## src/rtl/ex_mem_ctrl_pipe.sv

```systemverilog
// EX-stage control resolution and EX->MEM control pipeline register.
// Decodes the RV32I branch condition and drives the zero-latency PCSrcE redirect.
// Registers RegWrite/MemWrite/ResultSrc into MEM. Hold and bubble insertion are supported.
// Counts taken redirects in a counter that either saturates or wraps.
module ex_mem_ctrl_pipe #(
  parameter int unsigned RS_W   = 2,
  parameter int unsigned CNT_W  = 16,
  parameter int unsigned SAT    = 1,
  parameter int unsigned BR_EXT = 1
) (
  input  logic             clk,
  input  logic             reset,
  input  logic             ValidE,
  input  logic             RegWriteE,
  input  logic             MemWriteE,
  input  logic [RS_W-1:0]  ResultSrcE,
  input  logic             JumpE,
  input  logic             BranchE,
  input  logic [2:0]       BranchTypeE,
  input  logic             ZeroE,
  input  logic             LtE,
  input  logic             LtuE,
  input  logic             StallM,
  input  logic             FlushM,
  output logic             PCSrcE,
  output logic             ValidM,
  output logic             RegWriteM,
  output logic             MemWriteM,
  output logic [RS_W-1:0]  ResultSrcM,
  output logic [CNT_W-1:0] RedirCnt
);

  localparam logic [CNT_W-1:0] CNT_ONE = {{(CNT_W-1){1'b0}}, 1'b1};

  logic             w_base;
  logic             w_cond;
  logic             w_pcsrc;
  logic             r_valid_m;
  logic             r_regwrite_m;
  logic             r_memwrite_m;
  logic [RS_W-1:0]  r_resultsrc_m;
  logic [CNT_W-1:0] r_cnt;

  // Branch condition: funct3[2:1] picks the comparison, funct3[0] inverts it.
  // Codes 010/011 are not RV32I branches and never resolve taken.
  always_comb begin
    w_base = ZeroE;
    w_cond = ZeroE;
    if (BR_EXT != 0) begin
      if (BranchTypeE[2]) begin
        w_base = BranchTypeE[1] ? LtuE : LtE;
      end else begin
        w_base = ZeroE;
      end
      if (BranchTypeE[2:1] == 2'b01) begin
        w_cond = 1'b0;
      end else begin
        w_cond = w_base ^ BranchTypeE[0];
      end
    end
  end

  // A stalled EX slot must not redirect; the redirect fires when the stall releases.
  assign w_pcsrc = ValidE & ~StallM & (JumpE | (BranchE & w_cond));
  assign PCSrcE  = w_pcsrc;

  // EX/MEM control register: bubble beats hold, and hold beats load.
  // Write enables are gated by ValidE so an invalid slot cannot write.
  always_ff @(posedge clk or posedge reset) begin
    if (reset) begin
      r_valid_m     <= 1'b0;
      r_regwrite_m  <= 1'b0;
      r_memwrite_m  <= 1'b0;
      r_resultsrc_m <= '0;
    end else if (FlushM) begin
      r_valid_m     <= 1'b0;
      r_regwrite_m  <= 1'b0;
      r_memwrite_m  <= 1'b0;
      r_resultsrc_m <= '0;
    end else if (!StallM) begin
      r_valid_m     <= ValidE;
      r_regwrite_m  <= RegWriteE & ValidE;
      r_memwrite_m  <= MemWriteE & ValidE;
      r_resultsrc_m <= ValidE ? ResultSrcE : '0;
    end
  end

  // Redirect counter. FlushM does not gate it, because the redirecting instruction is still valid.
  always_ff @(posedge clk or posedge reset) begin
    if (reset) begin
      r_cnt <= '0;
    end else if (w_pcsrc) begin
      if ((SAT != 0) && (&r_cnt)) begin
        r_cnt <= r_cnt;
      end else begin
        r_cnt <= r_cnt + CNT_ONE;
      end
    end
  end

  assign ValidM     = r_valid_m;
  assign RegWriteM  = r_regwrite_m;
  assign MemWriteM  = r_memwrite_m;
  assign ResultSrcM = r_resultsrc_m;
  assign RedirCnt   = r_cnt;

endmodule

```

## config.mk

```make
export PLATFORM = sky130hd
export DESIGN_NAME = ex_mem_ctrl_pipe
export DESIGN_NICKNAME = d
export VERILOG_FILES = /design/src/rtl/ex_mem_ctrl_pipe.sv
export SDC_FILE = /design/constraint.sdc
export NUM_CORES = 1
export LEC_CHECK = 0
export BUFFER_PORTS_ARGS = -buffer_cell sky130_fd_sc_hd__buf_2
export CORE_AREA = 3 3 50 56
export DETAILED_ROUTE_END_ITERATION = 6
export DIE_AREA = 0 0 53 59
export PLACE_DENSITY = 0.75
export SYNTH_ARGS = -nofsm -noshare
export SYNTH_HDL_FRONTEND = slang
export SYNTH_SLANG_ARGS = --single-unit
export TNS_END_PERCENT = 10
```

## constraint.sdc

```tcl
create_clock -name clk -period 2 [get_ports clk]
set_input_delay 0.4 -clock clk [delete_from_list [all_inputs] [get_ports clk]]
set_output_delay 0.4 -clock clk [all_outputs]
set_load 0.03 [all_outputs]
```

==> results.py <==
metrics = {
    "die": {
        "die_w_um": 53,
        "core_area_um2": 2270,
        "die_h_um": 59,
        "io_pins": 39,
        "die-area_um2": 3130,
        "num_rows": 18,
        "initial_utilization_pct": 47.9,
    },
    "route": {
        "wire_per_inst_um": 13.4,
        "drt-total-wl_um": 2350,
        "via_per_inst": 5.38,
        "wl_met3_um": 152,
        "drt-met1-wl_um": 1010,
        "wl_met2_um": 1160,
        "vias": 947,
        "drc_errors": 0,
        "ant_nets": 0,
        "drtIter0Drc": 21,
        "routed.top_layer": "met4",
        "drtPass1Iterations": 6,
    },
    "finish": {
        "postLayoutCellArea_um2": 1380,
        "area_growth_pct": 27.1,
        "drive_above_1_share_pct": 38.4,
        "layout.nets": 165,
        "fin_util_pct": 60.8,
        "antenna_cells": 0,
        "fillers": 205,
    },
    "power_and_ir_drop": {
        "p_sw_uw": 406,
        "irDropWorstVdd_uv": 590,
        "leakage_nw": 0.681,
        "powerDensity_nw_per_um2": 779,
        "p_seq_share_pct": 50.4,
        "p_int_uw": 672,
        "power_frac_comb_pct": 30.2,
        "swShare_pct": 37.6,
        "p_clk_share_pct": 19.4,
    },
    "sta": {
        "setup_viol_count_final": 0,
        "relSlewSlack_pct": 68.2,
        "hold_viol": 0,
        "fin_crit_ns": 1.97,
        "skew_ns": 0.00302,
        "worstMarginPinSlew_ns": 0.474,
        "fmax_ghz": 0.509,
        "period_share_pct": 98.3,
        "final_max_slew_viol_count": 0,
    },
    "critical_path": {
        "critPathMaxFanout": 7,
        "worst_setup_path_start_kind": "primary input",
        "path_class": "in2out",
        "worstSetupEndpointType": "output pin",
        "crit_arrival_ns": 1.57,
        "required_ns": 1.60,
    },
    "logic_synthesis": {
        "syn-num-nets": 117,
        "synthTopCellsByArea": "dfrtp_1, xnor2_1, nand4_1",
        "synth.avg_cell_area_um2": 11.0,
        "synth_cells": 99,
        "ys_warn_count": 0,
        "synth_top_area_share_pct": 48.3,
        "syn-cell-area_um2": 1090,
        "yosysSeqAreaShare_pct": 48.3,
        "synth_cell_types": 27,
        "ys_ff_latch": 21,
        "yosysTopAreaCell": "dfrtp_1",
    },
    "clock_tree": {
        "clk_latency_ns": 0.31,
        "cts_buffers": 3,
        "root_buffer": "clkbuf_4",
        "cts_hold_buffers": 0,
        "path_clk_slew_ns": 0.12,
        "cts_sinks": 21,
        "clock_path_buffers": 2,
        "cts_tree": "built",
        "cts_htree_levels": 1,
    },
    "global_route": {
        "antenna_found_initial": 0,
        "grt_pass1_wl_um": 3990,
        "grt_max_degree": 22,
        "grt_pass1_vias": 921,
        "overflow": 0,
        "track_usage_pct": 17.3,
    },
    "run_status": {
        "outcome": "complete, no violations",
    },
    "placement": {
        "dpl.hpwl_um": 1800,
        "place_congestion": 0.775,
        "place_area_um2": 1350,
        "io_buffer_count": 38,
    },
    "flow_run": {
        "cap_viol_max_count": 0,
    },
    "hold_path": {
        "hold_class": "in2async",
    },
}
## cells in the final DEF (no fill, tap or decap), drive strengths merged, types with 2 or more instances in the layout
master	n
buf	44
nor2	9
nand4	9
and3	4
xnor2	14
nor2b	2
nand3	6
nand2	8
dfrtp	21
inv	2
and2	3
clkbuf	3
a22oi	3
nor4	2
a21oi	4
## cells by family after synthesis
logic type	after synthesis	synth area share [%]
flip-flops	21	48.3
multiplexers	2	1.95
AND/OR/NAND/NOR	46	25.5
adder cells (fa/ha/maj)	1	1.15
XOR/XNOR	14	11.3
buffers and inverters	3	1.72
AO/OA/AOI/OAI	12	10.1
## through the flow
stage	TNS, ns	std cells	setup WS [ns]	total power [mW]	hold slack, ns
after global placement	0	172	0.0654	0.866	0.441
after CTS	0	176	0.00394	1.08	0.101
final	0	176	0.0343	1.08	0.0907
after floorplan	0	99	0.0402	0.761	0.377
after detailed placement	0	172	0.00186	0.877	0.445
after global routing	-0.0188	176	-0.0188	1.14	0.122
## final timing paths
kind	start	endpoint	slack (ns)	depth (start not counted)
hold / removal	reset	RedirCnt[7]	0.09	3
min in group clk	FlushM	ValidM	0.30	2
setup / recovery	BranchTypeE[1]	PCSrcE	0.03	5
max in group asynchronous	reset	RedirCnt[14]	1.70	3
setup reg to reg	RedirCnt[6]	RedirCnt[1]	0.21	5
hold reg to reg	RedirCnt[11]	RedirCnt[11]	0.51	1
## layout make-up
cell class / count / area [um2] / area share [%]
Inverter: 2 / 7.51 / 0.542
Sequential cell: 21 / 526 / 38.0
Clock buffer: 3 / 22.5 / 1.63
Clock inverter: 1 / 5.00 / 0.362
Multi-Input combinational cell: 75 / 548 / 39.6
Timing Repair Buffer: 44 / 238 / 17.2
Tap cell: 30 / 37.5 / 2.71
## synthesized netlist by cell type, drive strengths merged
cell type   n
dfrtp      21
xnor2      14
nand4       9
nor2        9
nand2       8
nand3       6
a21oi       4
and3        4
a22oi       3
and2        3
inv         2
nor2b       2
nor4        2
a2111oi     1
a211oi      1
a41oi       1
and4        1
and4b       1
buf         1
ha          1
mux2        1
mux2i       1
nor4bb      1
o21bai      1
o41a        1
## critical path, cell delays in order
cell       delay, ns
buf_2           0.10
mux2i_2         0.25
a2111oi_2       0.11
o41a_4          0.52
buf_4           0.19
## what timing repair did
action                                 4_1_cts  5_1_grt
gates resized for setup                      0        3
setup buffers                                0        0
endpoints found under the hold margin        0        0
setup endpoints to repair                    0        1
## routing by layer
| layer | vias to the layer above | GRT usage [%] |
|---|---|---|
| met4 | 0 | 8.76 |
| met3 | 5 | 4.03 |
| met5 | - | 0 |
| li1 | 455 | - |
| met2 | 33 | 28.4 |
| met1 | 454 | 21.2 |
## registers in the layout, summed over array words and instances (netlist names)
signal,cells
RegWriteM,1
ResultSrcM,2
ValidM,1
MemWriteM,1
RedirCnt,16
## power by group through the flow
stage                     sequential (mW)  clock [mW]  combinational, mW
after floorplan                     0.651           0              0.110
after global placement              0.547           0              0.319
after detailed placement            0.551           0              0.326
after CTS                           0.543       0.212              0.328
after global routing                0.555       0.235              0.352
final                               0.543       0.209              0.325
Note: power is estimated with default switching activity, not from simulation.
